**src/rtl/axis_addr_arb_pkg.sv**
```systemverilog
// ---------------------------------------------------------------------------
// axis_addr_arb_pkg
//   Shared definitions for the AXI write-address arbiter slice:
//   - one-hot FSM state encoding and the bit index of each state
//   - clog2 helper used to size counters at elaboration time
// ---------------------------------------------------------------------------
package axis_addr_arb_pkg;

  localparam int IDLE_IDX  = 0;
  localparam int GRANT_IDX = 1;

  typedef enum logic [1:0] {
    IDLE  = 2'b01,
    GRANT = 2'b10
  } arb_state_e;

  // Smallest r with 2**r >= value (0 for value <= 1).
  function automatic int clog2(input int value);
    int r;
    r = 0;
    for (int i = 0; i < 31; i++) begin
      if ((1 << i) < value) r = i + 1;
    end
    return r;
  endfunction

endpackage

```
**src/rtl/axis_addr_arb_if.sv**
```systemverilog
// ---------------------------------------------------------------------------
// axis_addr_arb_if
//   Bundles the three handshake groups around the address arbiter:
//   - req_*  : per-port burst requests from the address generators
//   - axi_*  : the shared AXI write-address channel
//   - ord_*  : head of the grant-order FIFO consumed by the write-data mux
//   Modports:
//   - master : the arbiter side (accepts requests, drives AW and order head)
//   - slave  : the environment side (generators, AXI slave, data mux)
// ---------------------------------------------------------------------------
interface axis_addr_arb_if
  import axis_addr_arb_pkg::*;
#(
  parameter int NB_PORTS       = 2,
  parameter int PORT_WIDTH     = 1,
  parameter int AXI_LEN_WIDTH  = 8,
  parameter int AXI_ADDR_WIDTH = 32
);

  logic [NB_PORTS*AXI_ADDR_WIDTH-1:0] req_aaddr;
  logic [NB_PORTS*AXI_LEN_WIDTH-1:0]  req_alen;
  logic [NB_PORTS-1:0]                req_avalid;
  logic [NB_PORTS-1:0]                req_aready;

  logic [AXI_ADDR_WIDTH-1:0]          axi_aaddr;
  logic [AXI_LEN_WIDTH-1:0]           axi_alen;
  logic                               axi_avalid;
  logic                               axi_aready;

  logic [PORT_WIDTH-1:0]              ord_port;
  logic [AXI_LEN_WIDTH-1:0]           ord_len;
  logic                               ord_valid;
  logic                               ord_ready;

  modport master (
    input  req_aaddr, req_alen, req_avalid,
    output req_aready,
    output axi_aaddr, axi_alen, axi_avalid,
    input  axi_aready,
    output ord_port, ord_len, ord_valid,
    input  ord_ready
  );

  modport slave (
    output req_aaddr, req_alen, req_avalid,
    input  req_aready,
    input  axi_aaddr, axi_alen, axi_avalid,
    output axi_aready,
    input  ord_port, ord_len, ord_valid,
    output ord_ready
  );

endinterface

```
**src/rtl/axis_addr_arb_order_fifo.sv**
```systemverilog
// ---------------------------------------------------------------------------
// axis_order_fifo
//   Synchronous first-word-fall-through FIFO recording the order of granted
//   bursts. pop_data always shows the head entry while empty is low.
//   Ports:
//   - clk, rst          : clock, synchronous active-high reset (empties FIFO)
//   - push, push_data   : write one entry
//   - pop               : drop the head entry (ignored while empty)
//   - pop_data          : head entry
//   - full, empty       : occupancy flags
//   Push and pop in the same cycle keep the occupancy unchanged, and a push
//   is accepted while full as long as a pop happens in the same cycle.
// ---------------------------------------------------------------------------
module axis_order_fifo
  import axis_addr_arb_pkg::*;
#(
  parameter int WIDTH  = 9,
  parameter int AWIDTH = 3
) (
  input  logic             clk,
  input  logic             rst,
  input  logic             push,
  input  logic [WIDTH-1:0] push_data,
  input  logic             pop,
  output logic [WIDTH-1:0] pop_data,
  output logic             full,
  output logic             empty
);

  localparam int DEPTH = 1 << AWIDTH;
  localparam int CW    = clog2(DEPTH + 1);

  logic [WIDTH-1:0]  mem [DEPTH];
  logic [AWIDTH-1:0] wr_ptr;
  logic [AWIDTH-1:0] rd_ptr;
  logic [CW-1:0]     count;
  logic              push_ok;
  logic              pop_ok;

  assign full     = (count == CW'(DEPTH));
  assign empty    = (count == '0);
  assign pop_ok   = pop && !empty;
  // When full, the same-cycle pop frees the slot the push is about to use.
  assign push_ok  = push && (!full || pop_ok);
  assign pop_data = mem[rd_ptr];

  // Pointers wrap naturally at DEPTH because they are exactly AWIDTH bits.
  always_ff @(posedge clk) begin
    if (rst) begin
      wr_ptr <= '0;
      rd_ptr <= '0;
      count  <= '0;
    end else begin
      if (push_ok) wr_ptr <= wr_ptr + AWIDTH'(1);
      if (pop_ok)  rd_ptr <= rd_ptr + AWIDTH'(1);
      case ({push_ok, pop_ok})
        2'b10:   count <= count + CW'(1);
        2'b01:   count <= count - CW'(1);
        default: count <= count;
      endcase
    end
  end

  always_ff @(posedge clk) begin
    if (push_ok) mem[wr_ptr] <= push_data;
  end

endmodule

```
**src/rtl/axis_addr_arb.sv**
```systemverilog
// ---------------------------------------------------------------------------
// axis_addr_arb
//   Round-robin arbiter sharing one AXI write-address channel among NB_PORTS
//   burst address generators. Each arbitration grants one request, registers
//   its address/length onto the AW channel and records {port, len} in an
//   order FIFO so the write-data mux can forward beats in grant order.
//   Ports:
//   - clk, rst : clock, synchronous active-high reset
//   - bus      : axis_addr_arb_if.master
//       req_aaddr/req_alen/req_avalid in, req_aready out (one-hot pulse)
//       axi_aaddr/axi_alen/axi_avalid out (registered), axi_aready in
//       ord_port/ord_len/ord_valid out (FIFO head), ord_ready in (pop)
// ---------------------------------------------------------------------------
module axis_addr_arb
  import axis_addr_arb_pkg::*;
#(
  parameter int NB_PORTS       = 2,
  parameter int PORT_WIDTH     = 1,
  parameter int AXI_LEN_WIDTH  = 8,
  parameter int AXI_ADDR_WIDTH = 32,
  parameter int ORD_AWIDTH     = 3
) (
  input  logic               clk,
  input  logic               rst,
  axis_addr_arb_if.master    bus
);

  localparam int ORD_W = PORT_WIDTH + AXI_LEN_WIDTH;

  arb_state_e                state;
  arb_state_e                state_nxt;
  logic [PORT_WIDTH-1:0]     ptr;
  logic [PORT_WIDTH-1:0]     sel;
  logic                      sel_found;
  logic                      grant;
  logic [2*NB_PORTS-1:0]     req_dbl;
  logic [2*NB_PORTS-1:0]     req_msk;
  logic [AXI_ADDR_WIDTH-1:0] sel_addr;
  logic [AXI_LEN_WIDTH-1:0]  sel_len;
  logic [AXI_ADDR_WIDTH-1:0] aw_addr_p1;
  logic [AXI_LEN_WIDTH-1:0]  aw_len_p1;
  logic                      ord_full;
  logic                      ord_empty;
  logic [ORD_W-1:0]          ord_head;

  // Round-robin select: the request vector is doubled so the window
  // ptr+1 .. ptr+NB_PORTS is contiguous; the lowest set bit in that window
  // (modulo NB_PORTS) is the next port in rotation after ptr.
  always_comb begin
    req_dbl   = {bus.req_avalid, bus.req_avalid};
    req_msk   = '0;
    sel       = '0;
    sel_found = 1'b0;
    for (int j = 0; j < 2 * NB_PORTS; j++) begin
      req_msk[j] = req_dbl[j] && (j > int'(ptr)) && (j <= int'(ptr) + NB_PORTS);
    end
    // Descending scan: the last hit written is the lowest index.
    for (int j = 2 * NB_PORTS - 1; j >= 0; j--) begin
      if (req_msk[j]) begin
        sel_found = 1'b1;
        sel       = PORT_WIDTH'(j % NB_PORTS);
      end
    end
  end

  assign sel_addr = bus.req_aaddr[int'(sel)*AXI_ADDR_WIDTH +: AXI_ADDR_WIDTH];
  assign sel_len  = bus.req_alen[int'(sel)*AXI_LEN_WIDTH +: AXI_LEN_WIDTH];

  // A full order FIFO only holds off new grants; an issued AW stays valid.
  // Gating with rst keeps req_aready low and the FIFO untouched in reset.
  assign grant = state[IDLE_IDX] && sel_found && !ord_full && !rst;

  always_comb begin
    state_nxt = state;
    case (state)
      IDLE:    if (grant)          state_nxt = GRANT;
      GRANT:   if (bus.axi_aready) state_nxt = IDLE;
      default:                     state_nxt = IDLE;
    endcase
  end

  always_ff @(posedge clk) begin
    if (rst) begin
      state <= IDLE;
      ptr   <= PORT_WIDTH'(NB_PORTS - 1);
    end else begin
      state <= state_nxt;
      if (grant) ptr <= sel;
    end
  end

  always_comb begin
    bus.req_aready = '0;
    if (grant) bus.req_aready[sel] = 1'b1;
  end

  // Stage 1: granted request registered onto the AW channel
  always_ff @(posedge clk) begin
    if (rst) begin
      aw_addr_p1 <= '0;
      aw_len_p1  <= '0;
    end else if (grant) begin
      aw_addr_p1 <= sel_addr;
      aw_len_p1  <= sel_len;
    end
  end

  assign bus.axi_aaddr  = aw_addr_p1;
  assign bus.axi_alen   = aw_len_p1;
  assign bus.axi_avalid = state[GRANT_IDX];

  axis_order_fifo #(
    .WIDTH  (ORD_W),
    .AWIDTH (ORD_AWIDTH)
  ) u_order_fifo (
    .clk       (clk),
    .rst       (rst),
    .push      (grant),
    .push_data ({sel, sel_len}),
    .pop       (bus.ord_ready),
    .pop_data  (ord_head),
    .full      (ord_full),
    .empty     (ord_empty)
  );

  assign bus.ord_port  = ord_head[AXI_LEN_WIDTH +: PORT_WIDTH];
  assign bus.ord_len   = ord_head[AXI_LEN_WIDTH-1:0];
  assign bus.ord_valid = !ord_empty;

endmodule

```
**src/flat_wrapper.sv**
```systemverilog
// flat-port wrapper written by rule: the top's interface ports become plain ports
module axis_addr_arb_flat import axis_addr_arb_pkg::*;
#(
  parameter int NB_PORTS       = 2,
  parameter int PORT_WIDTH     = 1,
  parameter int AXI_LEN_WIDTH  = 8,
  parameter int AXI_ADDR_WIDTH = 32,
  parameter int ORD_AWIDTH     = 3
)
  (clk, rst, bus_req_aaddr, bus_req_alen, bus_req_avalid, bus_req_aready, bus_axi_aaddr, bus_axi_alen, bus_axi_avalid, bus_axi_aready, bus_ord_port, bus_ord_len, bus_ord_valid, bus_ord_ready);
  axis_addr_arb_if #(.NB_PORTS(NB_PORTS), .PORT_WIDTH(PORT_WIDTH), .AXI_LEN_WIDTH(AXI_LEN_WIDTH), .AXI_ADDR_WIDTH(AXI_ADDR_WIDTH)) bus_i ();
  input  logic clk;
  input  logic rst;
  input wire logic [$bits(bus_i.req_aaddr)-1:0] bus_req_aaddr;
  input wire logic [$bits(bus_i.req_alen)-1:0] bus_req_alen;
  input wire logic [$bits(bus_i.req_avalid)-1:0] bus_req_avalid;
  output wire logic [$bits(bus_i.req_aready)-1:0] bus_req_aready;
  output wire logic [$bits(bus_i.axi_aaddr)-1:0] bus_axi_aaddr;
  output wire logic [$bits(bus_i.axi_alen)-1:0] bus_axi_alen;
  output wire logic [$bits(bus_i.axi_avalid)-1:0] bus_axi_avalid;
  input wire logic [$bits(bus_i.axi_aready)-1:0] bus_axi_aready;
  output wire logic [$bits(bus_i.ord_port)-1:0] bus_ord_port;
  output wire logic [$bits(bus_i.ord_len)-1:0] bus_ord_len;
  output wire logic [$bits(bus_i.ord_valid)-1:0] bus_ord_valid;
  input wire logic [$bits(bus_i.ord_ready)-1:0] bus_ord_ready;
  assign bus_i.req_aaddr = bus_req_aaddr;
  assign bus_i.req_alen = bus_req_alen;
  assign bus_i.req_avalid = bus_req_avalid;
  assign bus_req_aready = bus_i.req_aready;
  assign bus_axi_aaddr = bus_i.axi_aaddr;
  assign bus_axi_alen = bus_i.axi_alen;
  assign bus_axi_avalid = bus_i.axi_avalid;
  assign bus_i.axi_aready = bus_axi_aready;
  assign bus_ord_port = bus_i.ord_port;
  assign bus_ord_len = bus_i.ord_len;
  assign bus_ord_valid = bus_i.ord_valid;
  assign bus_i.ord_ready = bus_ord_ready;
  axis_addr_arb #(.NB_PORTS(NB_PORTS), .PORT_WIDTH(PORT_WIDTH), .AXI_LEN_WIDTH(AXI_LEN_WIDTH), .AXI_ADDR_WIDTH(AXI_ADDR_WIDTH), .ORD_AWIDTH(ORD_AWIDTH)) u_core (.clk(clk), .rst(rst), .bus(bus_i));
endmodule
```
**config.mk**
```make
export PLATFORM = sky130hd
export DESIGN_NAME = axis_addr_arb_flat
export DESIGN_NICKNAME = d
export VERILOG_FILES = /design/src/rtl/axis_addr_arb_pkg.sv /design/src/rtl/axis_addr_arb_if.sv /design/src/rtl/axis_addr_arb_order_fifo.sv /design/src/rtl/axis_addr_arb.sv /design/src/flat_wrapper.sv
export SDC_FILE = /design/constraint.sdc
export NUM_CORES = 1
export LEC_CHECK = 0
export ABC_AREA = 0
export CAP_MARGIN = 20
export CORE_MARGIN = 10
export CORE_UTILIZATION = 49
export DETAILED_ROUTE_END_ITERATION = 7
export PLACE_DENSITY = 0.8
export RECOVER_POWER = 100
export SETUP_SLACK_MARGIN = 0.5
export SLEW_MARGIN = 15
export SYNTH_ARGS = -nofsm -noshare
export SYNTH_HDL_FRONTEND = slang
export SYNTH_SLANG_ARGS = --single-unit
```
**constraint.sdc**
```tcl
create_clock -name clk -period 3.55 [get_ports clk]
set_clock_uncertainty 0.15 [all_clocks]
set_input_delay 0.355 -clock clk [delete_from_list [all_inputs] [get_ports clk]]
set_output_delay 0.355 -clock clk [all_outputs]
set_load 0.005 [all_outputs]
```
==> flow_metrics.tcl, run 1 <==
set metrics [dict create \
    post-route-period-util 0.864 \
    period_minus_slack_ns 3.07 \
    dieHeight_um 125 \
    worst_setup_path_end_kind "primary output" \
    holdWs_ns 0.0303 \
    first_pass_iters 4 \
    synth_seq_cells 128 \
    syn_area_mm2 0.00541 \
    synth.avg_cell_area_um2 14.0 \
    area_growth_syn_to_layout_pct 37.8 \
    path_clk_slew_ns 0.06 \
    worstPathRequired_ns 3.04 \
    die_area_mm2 0.0156 \
    layout_common_cells "clkdlybuf4s50_1, edfxtp_1, nor2_1" \
    cp.arrival_ns 2.56 \
    violations "capacitance limit, slew limit" \
    dp_slack_ns 0.547 \
    clock_sinks 128 \
    cp_top_family "multiplexers" \
    route.detailed.drc 0 \
    setup_tns_ns 0 \
    yosysSeqAreaShare 0.607 \
    num_rows 38 \
    grt_max_degree 78 \
    status "complete, but fails checks" \
    hold_violations 0 \
    yosysUniqueCellTypes 40 \
    gr-usage-all-layers 0.172 \
    p_leak_nw 2.79 \
    cp_max_fo 18 \
    core_mm2 0.0108 \
    cts_tree "done" \
    crit_type "flip-flop to primary output" \
    synth_top_cell_area_share 0.400 \
    diodes 0 \
    nets 620 \
    syn-num-nets 476 \
    worstSkewPairLatency_ns 0.51 \
    first_iter_violations 160 \
    portBuffers 138 \
    grt_pass1_wl_um 21300 \
    synth-async-reset-ratio 0 \
    htree_levels 4 \
    antenna_left 0 \
    relSlewSlack -0.00732 \
    yosysTopAreaCell "edfxtp_1" \
    synthTopCellsByArea "edfxtp_1, dfxtp_1, mux4_1" \
    io_pins 139 \
    crit_slowest_cell "mux4_1" \
    gp_congestion 0.756 \
    critPathBufInv 2 \
    vias 3643 \
    wl_per_cell_um 19.9 \
    critical_path.cell_chain "buf_6, mux4_1, mux2_2, dlygate4sd3_1" \
    crit_path_max_incr_delay_ns 0.64 \
    fmax_mhz 326 \
    cts_root_buffer "clkbuf_8" \
    ir_drop_uv 426 \
    max-cap-violations 1 \
    final.setup.worst_slack_ns 0.484 \
    drive_gt1_frac 0.0959 \
    cp-start-kind "flip-flop" \
    worstMarginPinSlew_ns 1.51 \
    cts-buffers-inserted 17 \
    synth-edff-count 72 \
    overflow 0 \
    dp_hpwl_um 9710 \
    drv_slew 78 \
    initial_core_util 0.499 \
    rsz0062_at_grt "no" \
    min_path_type "input pin to flip-flop" \
    first_global_vias 3865 \
    wl_um 13500 \
    viasPerCell 5.34 \
    antenna_found_initial 0 \
    dieWidth_um 125 \
    setup_violations 0 \
    final_common_cell "clkdlybuf4s50_1" \
    syn-instance-count 385 \
    clockBufferDepth 2 \
    p_per_area_mw_per_mm2 673 \
    yosys_warnings 0 \
    synth-main-ff-cell "edfxtp_1" \
    reg2reg_setup_slack_ns 0.75 \
]
## cell families (layout without fill, tap and decap cells)
family                     count (synthesis)  after routing  share of synthesized area
AOI/OAI and AO/OA                         48             48                     0.0685
xor gates and xnor gates                   6              6                    0.00972
muxes                                     69             69                      0.186
and+or+nand+nor                          101            101                     0.0829
buffers and inverters                     28            185                     0.0338
DFF                                      128            128                      0.607
adders and majority gates                  5              5                     0.0116
## cells in the mapped netlist, types with 2 or more instances
master    instances
nand2b_1          2
buf_6             2
dfxtp_1          56
clkbuf_1          8
edfxtp_1         72
mux2i_1          33
xor2_1            5
a211oi_2          3
o21ai_0           3
nand3b_1          2
mux2_2           18
nor3b_1           2
a21oi_1           6
buf_8             3
buf_1             2
inv_1             2
nor3_1           11
ha_1              5
buf_2            10
nor2_1           65
a211oi_1         29
nand2_1           9
nand3_1           3
mux4_1           18
## sequential cells by signal (all words and copies together) (netlist names), named ones only
register / flops
u_core.u_order_fifo.mem: 72
u_core.u_order_fifo.count: 4
u_core.u_order_fifo.wr_ptr: 3
u_core.u_order_fifo.rd_ptr: 3
u_core.ptr: 1
u_core.bus.axi_aaddr: 32
u_core.bus.axi_alen: 8
u_core.state: 2
## path summary, 6_finish.rpt
check                           startpoint                      endpoint  cells past startpoint
min                                    rst  u_core.u_order_fifo.count[1]                      2
min reg2reg  u_core.u_order_fifo.rd_ptr[1]                     flip-flop                      2
max                              flip-flop                bus_ord_len[0]                      4
max reg2reg   u_core.u_order_fifo.count[0]  u_core.u_order_fifo.count[2]                     10
## final cells by class
class,count,area (um2)
fillers,762,3390
clock inverters,8,97.6
flip-flops and latches,128,3280
well taps,140,175
inverters,2,7.51
repair buffers,151,1450
clock buffers,24,502
multi-input cells,229,1930
## where the power goes
part / internal (mW) / switching (mW)
Clock: 1.12 / 0.616
Sequential: 1.79 / 0.133
Combinational: 0.706 / 0.646
Total: 3.62 / 1.39
## per-stage QoR
step	instances	cell area (um2)	power, mW	util
finish	682	7450	5.01	0.687
floorplan	385	5410	2.76	-
global placement	650	6900	3.36	0.636
CTS	682	7500	5.15	0.692
global route	682	7450	5.28	0.687
detailed placement	650	6900	3.41	0.636
## layer usage
| layer | vias up | GRT usage | share of wire |
|---|---|---|---|
| met5 | - | 0 | 0 |
| met2 | 166 | 0.273 | 0.47 |
| met1 | 1704 | 0.192 | 0.40 |
| li1 | 1758 | - | - |
| met4 | 0 | 0.0407 | 0.010 |
| met3 | 15 | 0.109 | 0.13 |
## timing repair
| action | 4_1_cts | 5_1_grt |
|---|---|---|
| endpoints found under the setup margin | 9 | 0 |
| gates resized for setup | 2 | 0 |
| hold buffers | 0 | 0 |
| buffers inserted | 0 | 0 |
Note: power is estimated with default switching activity, not from simulation.
==> run 2, diff against run 1 <==
--- a/config.mk
+++ b/config.mk
@@ -6,7 +6,7 @@
 export NUM_CORES = 1
 export LEC_CHECK = 0
 export ABC_AREA = 0
-export CAP_MARGIN = 20
+export ABC_CLOCK_PERIOD_IN_PS = 3550
 export CORE_MARGIN = 10
 export CORE_UTILIZATION = 49
 export DETAILED_ROUTE_END_ITERATION = 7
==> results of run 2 <==
Same layout as run 1: the final DEF is identical, and so are final timing and power.
